[config.mk]
export PLATFORM = sky130hd
export DESIGN_NAME = multicycle_datapath
export DESIGN_NICKNAME = d
export VERILOG_FILES = /design/src/rtl/multicycle_datapath.sv
export SDC_FILE = /design/constraint.sdc
export NUM_CORES = 2
export LEC_CHECK = 0
export CAP_MARGIN = 40
export CORE_MARGIN = 2
export CORE_UTILIZATION = 40
export DETAILED_ROUTE_END_ITERATION = 16
export GPL_ROUTABILITY_DRIVEN = 0
export PLACE_DENSITY = 0.68
export SETUP_SLACK_MARGIN = 0.05
export SYNTH_ARGS = -nofsm -noshare
export SYNTH_HDL_FRONTEND = slang
export SYNTH_SLANG_ARGS = --single-unit
[constraint.sdc]
create_clock -name clk -period 3.2 [get_ports clk]
set_input_delay 0.48 -clock clk [delete_from_list [all_inputs] [get_ports clk]]
set_output_delay 0.48 -clock clk [all_outputs]
set_load 0.03 [all_outputs]
[src/rtl/multicycle_datapath.sv]
// Multicycle MIPS-subset processor core: FETCH/DECODE/EXEC/MEM/WB controller
// driving request/ready instruction and data memory ports.
module multicycle_datapath #(
    parameter int unsigned ADDR_W   = 32,
    parameter logic [31:0] RESET_PC = 32'h0000_0000
) (
    input  logic              clk,
    input  logic              rst_n,
    output logic              imem_req,
    output logic [ADDR_W-1:0] imem_addr,
    input  logic [31:0]       imem_rdata,
    input  logic              imem_ready,
    output logic              dmem_req,
    output logic              dmem_we,
    output logic [ADDR_W-1:0] dmem_addr,
    output logic [31:0]       dmem_wdata,
    input  logic [31:0]       dmem_rdata,
    input  logic              dmem_ready,
    output logic [ADDR_W-1:0] pc_o,
    output logic [2:0]        state_o,
    output logic              retire
);

    typedef enum logic [2:0] {
        FETCH  = 3'd0,
        DECODE = 3'd1,
        EXEC   = 3'd2,
        MEM    = 3'd3,
        WB     = 3'd4
    } state_t;

    state_t            state, state_next;
    logic [ADDR_W-1:0] pc;
    logic [31:0]       ir, a, b, alu_out, mdr;
    logic [31:0]       regs [32];

    logic [5:0]  opcode, funct;
    logic [4:0]  rs, rt, rd, wr_addr;
    logic [31:0] imm_sext, alu_res, br_off, jt_wide, wb_data, rf_rs, rf_rt;
    logic        is_rtype, is_addi, is_lw, is_sw, is_beq, is_j, needs_mem_or_wb;
    logic        unused_shamt;

    assign opcode       = ir[31:26];
    assign rs           = ir[25:21];
    assign rt           = ir[20:16];
    assign rd           = ir[15:11];
    assign funct        = ir[5:0];
    assign imm_sext     = {{16{ir[15]}}, ir[15:0]};
    assign unused_shamt = ^ir[10:6];

    always_comb begin
        is_rtype = 1'b0;
        if (opcode == 6'h00) begin
            case (funct)
                6'h20, 6'h22, 6'h24, 6'h25, 6'h2A: is_rtype = 1'b1;
                default:                           is_rtype = 1'b0;
            endcase
        end
    end

    assign is_addi         = (opcode == 6'h08);
    assign is_lw           = (opcode == 6'h23);
    assign is_sw           = (opcode == 6'h2B);
    assign is_beq          = (opcode == 6'h04);
    assign is_j            = (opcode == 6'h02);
    assign needs_mem_or_wb = is_rtype | is_addi | is_lw | is_sw;

    always_comb begin
        alu_res = a + imm_sext;
        if (is_rtype) begin
            case (funct)
                6'h22:   alu_res = a - b;
                6'h24:   alu_res = a & b;
                6'h25:   alu_res = a | b;
                6'h2A:   alu_res = {31'd0, $signed(a) < $signed(b)};
                default: alu_res = a + b;
            endcase
        end
    end

    // Jump keeps the PC's top nibble; masking the zero-extended PC lets the
    // same expression cover ADDR_W below 28, where only low target bits remain.
    always_comb begin
        jt_wide = '0;
        jt_wide[ADDR_W-1:0] = pc;
        jt_wide = (jt_wide & 32'hF000_0000) | {4'h0, ir[25:0], 2'b00};
        br_off  = imm_sext << 2;
    end

    assign rf_rs   = (rs == 5'd0) ? '0 : regs[rs];
    assign rf_rt   = (rt == 5'd0) ? '0 : regs[rt];
    assign wr_addr = is_rtype ? rd : rt;
    assign wb_data = is_lw ? mdr : alu_out;

    always_ff @(posedge clk or negedge rst_n) begin
        if (!rst_n) state <= FETCH;
        else        state <= state_next;
    end

    always_comb begin
        state_next = state;
        case (state)
            FETCH:   if (imem_ready) state_next = DECODE;
            DECODE:  state_next = EXEC;
            EXEC: begin
                if (is_rtype || is_addi)  state_next = WB;
                else if (is_lw || is_sw)  state_next = MEM;
                else                      state_next = FETCH;
            end
            MEM:     if (dmem_ready) state_next = is_sw ? FETCH : WB;
            WB:      state_next = FETCH;
            default: state_next = FETCH;
        endcase
    end

    // imem_req is qualified by rst_n so it stays low while reset is held,
    // even though the state register already sits in FETCH.
    always_comb begin
        imem_req = 1'b0;
        dmem_req = 1'b0;
        dmem_we  = 1'b0;
        retire   = 1'b0;
        case (state)
            FETCH: imem_req = rst_n;
            EXEC:  retire   = !needs_mem_or_wb;
            MEM: begin
                dmem_req = 1'b1;
                dmem_we  = is_sw;
                retire   = is_sw && dmem_ready;
            end
            WB:      retire = 1'b1;
            default: ;
        endcase
    end

    always_ff @(posedge clk or negedge rst_n) begin
        if (!rst_n) begin
            pc      <= RESET_PC[ADDR_W-1:0];
            ir      <= '0;
            a       <= '0;
            b       <= '0;
            alu_out <= '0;
            mdr     <= '0;
            for (int unsigned i = 0; i < 32; i++) regs[i] <= '0;
        end else begin
            case (state)
                FETCH: begin
                    if (imem_ready) begin
                        ir <= imem_rdata;
                        pc <= pc + ADDR_W'(4);
                    end
                end
                DECODE: begin
                    a <= rf_rs;
                    b <= rf_rt;
                end
                EXEC: begin
                    alu_out <= alu_res;
                    if (is_beq && (a == b)) pc <= pc + br_off[ADDR_W-1:0];
                    if (is_j)               pc <= jt_wide[ADDR_W-1:0];
                end
                MEM:     if (dmem_ready && !is_sw) mdr <= dmem_rdata;
                WB:      if (wr_addr != 5'd0) regs[wr_addr] <= wb_data;
                default: ;
            endcase
        end
    end

    assign imem_addr  = pc;
    assign dmem_addr  = alu_out[ADDR_W-1:0];
    assign dmem_wdata = b;
    assign pc_o       = pc;
    assign state_o    = state;

endmodule

Word-level counts from Yosys, hierarchy flattened. Cells that the tools add are included. W data, S select, Z words.

Add/subtract/negate cells: 5. Order comparisons: 5. Equality and inequality tests: 18. Multiplexer cells: 31. Bitwise logic cells: 9. Reductions and logical operators: 20.

Operators by type and width (count): $bwmux W1024 (1); $mux W32 (12); $bmux W32 S5 (2); $demux W32 S5 (1); $pmux W32 S4 (1); $add A32 B32 Y32 (3); $pmux W32 S2 (1); $eq A6 B6 Y1 const B (7); $add A32 B3 Y32 const B (1); $and A32 B32 Y32 (1); $eq A32 B32 Y1 (1); $lt A32 B32 Y1 (1); $or A32 B28 Y32 (1); $or A32 B32 Y32 (1); $sub A32 B32 Y32 (1); $ge A6 B6 Y1 const B (3); $not A5 Y6 (3); $mux W3 (4); $pmux W3 S4 (1); $logic_not A5 Y1 (2); $reduce_and A2 Y1 (4); $eq A3 B2 Y1 const B (2); $eq A6 B2 Y1 const B (1); $eq A6 B3 Y1 const B (1); 20 further kinds (32).

Flip-flop bits (word level): 1219. Input port bits: 68. Word-level logic and storage cells: 127.

Depth between registers and ports, before layout.
Depth after elaboration: 11. Mapped depth: 13. Mapped depth without buffers: 12.

Worst setup path after synthesis. Ideal clock, no wire load.

Path type: reg2reg. Start point: register b[14] (netlist: dmem_wdata[14]). End point: register alu_out[22] (netlist: dmem_addr[22]). Data arrival time: 3127 ps. Data required time: 3080 ps. Setup slack: -47 ps. Stages on the path, launching flop included: 13. Path buffers: 1. Period minus slack after synthesis: 3247 ps. Path through: dfrtp_1 > inv_1 > ha_1 > clkbuf_1 > or4_4 > a21oi_1 > or3_1 > a21oi_1 > or4b_1 > and3_1 > a221oi_1 > o221ai_1 > o211a_1.

Longest elaborated chain between the ends: 3. Elaborated cells between the ends (all ways): 4. Those cells by class: 2 x add/sub; 2 x mux.

RTL lines: start, declared (line 34) `logic [31:0] ir, a, b, alu_out, mdr;`; start signal, assigned (line 155) `b <= rf_rt;`; $add A32 B32 Y32 / $sub A32 B32 Y32 (equally long branches) (line 76, 72); $pmux W32 S4 (*) (line 71) `case (funct)`; $mux W32 (*) (line 70) `if (is_rtype) begin`; end signal, assigned (line 158) `alu_out <= alu_res;`; end, declared (line 34).

Every way passes the cells marked *; elsewhere a longest branch is shown, timed or not. A chain may end at the register's enable or synchronous reset.

Worst setup path in the final report.
Start point: register ir[1]. End point: register regs[88] (netlist name).

Longest elaborated chain between the ends: 11. Elaborated cells between the ends (all ways): 18. Those cells by class: 2 x order compare; 5 x eq/ne; 6 x mux; 1 x bitwise; 4 x reduce/logical.

RTL lines: start, declared (line 34); start signal, assigned (line 149) `ir <= imem_rdata;`; $eq A6 B6 Y1 (line 54) `case (funct)`; $reduce_or A5 Y1 (*) (line 54); $mux W1 (*) (line 54); $mux W1 (*) (line 53) `if (opcode == 6'h00) begin`; $mux W5 (*) (line 92) `assign wr_addr = is_rtype ? rd : rt;`; $not A5 Y6 (implied by the code) (line 163) `WB: if (wr_addr != 5'd0) regs[wr_addr] <= wb_data;`; $ge A6 B6 Y1 (implied by the code) / $lt A6 B1 Y1 (equally long branches) (line 163); $logic_and A1 B1 Y1 (implied by the code) (line 163); $mux W32 (implied by the code) (line 163); $demux W32 S5 (line 163); $bwmux W1024 (line 163); end signal, assigned by index (line 163); end, declared (line 35) `logic [31:0] regs [32];`.

Marked as above.

==> flow_metrics.py <==
metrics = {
    "status": {
        "status": "finished, violations left",
        "violations": "setup timing",
    },
    "floorplan": {
        "rows": 153,
        "start_util": 0.402,
        "die_h_um": 422,
        "fp.dieW_um": 422,
        "core-area_mm2": 0.174,
        "die_area_mm2": 0.178,
        "io_pins": 203,
    },
    "clocking": {
        "clock_sinks": 1217,
        "cts_made_buffers": 130,
        "cts_root_buffer": "clkbuf_16",
        "clk_path_buf_depth": 3,
        "clkTransAtPathRegs_ns": 0.06,
        "htreeDepth": 4,
        "clock_latency_ns": 0.81,
        "cts_tree": "done",
    },
    "detailed_routing": {
        "ant_nets": 0,
        "drt_iter0_drc": 7412,
        "firstDrtPassIters": 9,
        "totalWireLength_um": 248000,
        "num_vias": 59400,
        "drt-vias-per-instance": 6.31,
        "drc_errors": 0,
        "wl_per_cell_um": 26.4,
    },
    "synth": {
        "yosysWarnings": 0,
        "ys_seq_elements": 1217,
        "synth_edf_count": 0,
        "postSynthAreaPerCell_um2": 10.3,
        "syn-cell-area_mm2": 0.0698,
        "synth_flop_cell": "dfrtp_1",
        "synth_cell_type_count": 96,
        "synthArstFlopShare": 1.00,
        "syn_inst": 6804,
        "yosysSeqAreaShare": 0.436,
    },
    "critical_path": {
        "cp.arrival_ns": 3.86,
        "crit_path_top_delay_cell": "or4_4",
        "reg2reg_setup_slack_ns": -0.01,
        "cp.required_ns": 3.85,
        "crit_chain": "buf_4, mux2i_1, nand3_2, buf_4, nor3_4, buf_4, nor4_2, a31o_2, a21o_4, or4_4, buf_12, clkbuf_16, nand2_1, o21ai_2",
        "critical-path-max-stage-delay_ns": 0.59,
        "path_max_fanout": 6,
        "cpMostUsedCell": "buf_4",
        "worst_setup_path_start_kind": "register",
        "cp-end-kind": "register",
        "crit_family": "simple AND/OR/NAND/NOR gates",
        "critPathKind": "reg -> reg",
        "critPathBufInv": 5,
        "r2r-end": "regs[88]",
        "reg2regPathDepth": 14,
        "r2r_start": "ir[1]",
    },
    "hold_path": {
        "min_path_type": "in -> async",
    },
    "timing": {
        "hold_viol_final": 0,
        "clock_skew_ns": 0.0405,
        "fin_crit_ns": 3.21,
        "fmax_mhz": 312,
        "tightestPinTransition_ns": 1.02,
        "setup_viol": 2,
        "postLayoutSetupSlackWorst_ns": -0.00979,
        "rsz0062_at_grt": "yes",
        "fin_crit_sh": 1.00,
        "slew_violations": 0,
        "maxSlewHeadroom": 0.318,
    },
    "cells_and_area": {
        "diodes": 0,
        "final_nets": 7231,
        "fin_area_mm2": 0.0829,
        "instances_no_fill": 9426,
        "final_core_util": 0.477,
        "fill_cells": 15400,
        "drive_gt1_frac": 0.234,
        "areaGrowthSynthToFinish_pct": 18.7,
    },
    "global_routing": {
        "grt_max_degree": 168,
        "grt_pass1_wl_um": 365000,
        "track_usage": 0.267,
        "grt_antenna_before_repair": 5,
        "grt-ovfl-total": 0,
        "grt_pass1_vias": 57800,
    },
    "place": {
        "place_area_mm2": 0.0774,
        "hpwl_um": 162000,
        "place_inst": 9147,
        "portBuffers": 198,
        "place_ws_ns": -0.169,
    },
    "job": {
        "drv_cap": 0,
    },
    "power_and_ir_drop": {
        "powerDensity_mw_per_mm2": 1090,
        "vdd_drop_max_uv": 615,
        "p_leak_nw": 35.7,
    },
}
[worst max path at each step]
stage / startpoint / end / cells past startpoint
after floorplan: dmem_wdata[6] / dmem_addr[22] / 12
after detailed placement: a[5] / dmem_addr[29] / 11
after CTS: ir[1] / retire / 9
after global placement: a[1] / dmem_addr[29] / 11
final: ir[1] / regs[88] / 14
after global routing: ir[1] / regs[88] / 14
[final cells by class]
type / count / area (um^2) / share of cell area
Clock inverter: 43 / 619 / 0.00747
Multi-Input combinational cell: 4793 / 36800 / 0.445
Tap cell: 2325 / 2910 / 0.0351
Timing Repair Buffer: 724 / 7670 / 0.0926
Sequential cell: 1217 / 30500 / 0.368
Clock buffer: 188 / 3800 / 0.0459
Inverter: 136 / 510 / 0.00616
[routing by layer]
metal  up-vias  part of all wire  GRT usage
li1      25200                 -          -
met1     29500              0.37      0.350
met2      3805              0.45      0.417
met3       871              0.11     0.0557
met4        12             0.063      0.142
met5         -           0.00058          0
[cells by family after synthesis]
| logic type | share of synthesized area |
|---|---|
| compound gates | 0.180 |
| xor+xnor | 0.00615 |
| fa+ha+maj | 0.0293 |
| buf+inv | 0.0498 |
| flops | 0.436 |
| mux | 0.199 |
| other cells | 0.0000537 |
| simple gates | 0.0990 |
[placed cells by master, fill, tap and decap left out, types with 123 or more instances in the layout]
cell,count
a21oi_1,762
buf_12,123
buf_4,385
clkbuf_16,141
clkdlybuf4s50_1,195
dfrtp_1,1190
ha_1,152
inv_1,133
mux2_2,166
mux2i_1,235
mux4_2,416
nand2_1,667
nor2_1,637
o21ai_0,600
o22ai_1,167
[worst register-to-register path, stage by stage, from the launching register on]
cell       delay, ns
dfrtp_1         0.38
buf_4           0.15
mux2i_1         0.17
nand3_2         0.15
buf_4           0.19
nor3_4          0.13
buf_4           0.20
nor4_2          0.06
a31o_2          0.27
a21o_4          0.27
or4_4           0.59
buf_12          0.22
clkbuf_16       0.17
nand2_1         0.09
o21ai_2         0.05
[timing repair]
item                       in CTS  in global routing
buffers inserted                1                 36
pin swaps                       5                 53
setup endpoints to repair      39                760
gates cloned                    0                  9
hold endpoints to repair       67                  0
gates resized for setup        33                 98
hold buffers                    1                  0
[metrics by stage]
stage          total power [mW]  hold slack [ns]  TNS [ns]
6_report                   90.1            0.225   -0.0157
5_1_grt                    94.2            0.233    -0.138
4_1_cts                    88.2            0.195         0
3_5_place_dp               71.9            0.386    -0.655
3_3_place_gp               70.8            0.380    -0.775
2_1_floorplan              54.1            0.184         0
[where the power goes]
| part | switching (mW) | internal (mW) | leakage (nW) | total [mW] |
|---|---|---|---|---|
| registers | 5.12 | 20.4 | 16.5 | 25.6 |
| logic | 28.2 | 20.5 | 16.9 | 48.7 |
| clock network | 6.62 | 9.26 | 2.18 | 15.9 |
[state kept, by name, summed over array words and instances (netlist names)]
signal	count
ir	32
mdr	32
state_o	3
a	32
dmem_addr	32
regs	1024
dmem_wdata	32
imem_addr	30
[cell usage after synthesis, types with 40 or more instances]
cell type / count / area [um^2]
dfrtp_1: 1217 / 30500
a21oi_1: 765 / 3830
nand2_1: 673 / 2530
nor2_1: 645 / 2420
o21ai_0: 609 / 3050
clkbuf_1: 452 / 1700
mux4_2: 416 / 9370
mux2i_1: 269 / 2690
o22ai_1: 167 / 1040
mux2_2: 166 / 1870
ha_1: 157 / 1960
inv_1: 136 / 510
buf_2: 82 / 410
o21ai_2: 73 / 639
o221ai_1: 72 / 631
nor3_1: 69 / 345
a21oi_2: 58 / 508
buf_1: 57 / 214
a21o_1: 46 / 345
nand3_1: 40 / 200
nor2b_1: 40 / 250
(Power assumes the default switching activity.)
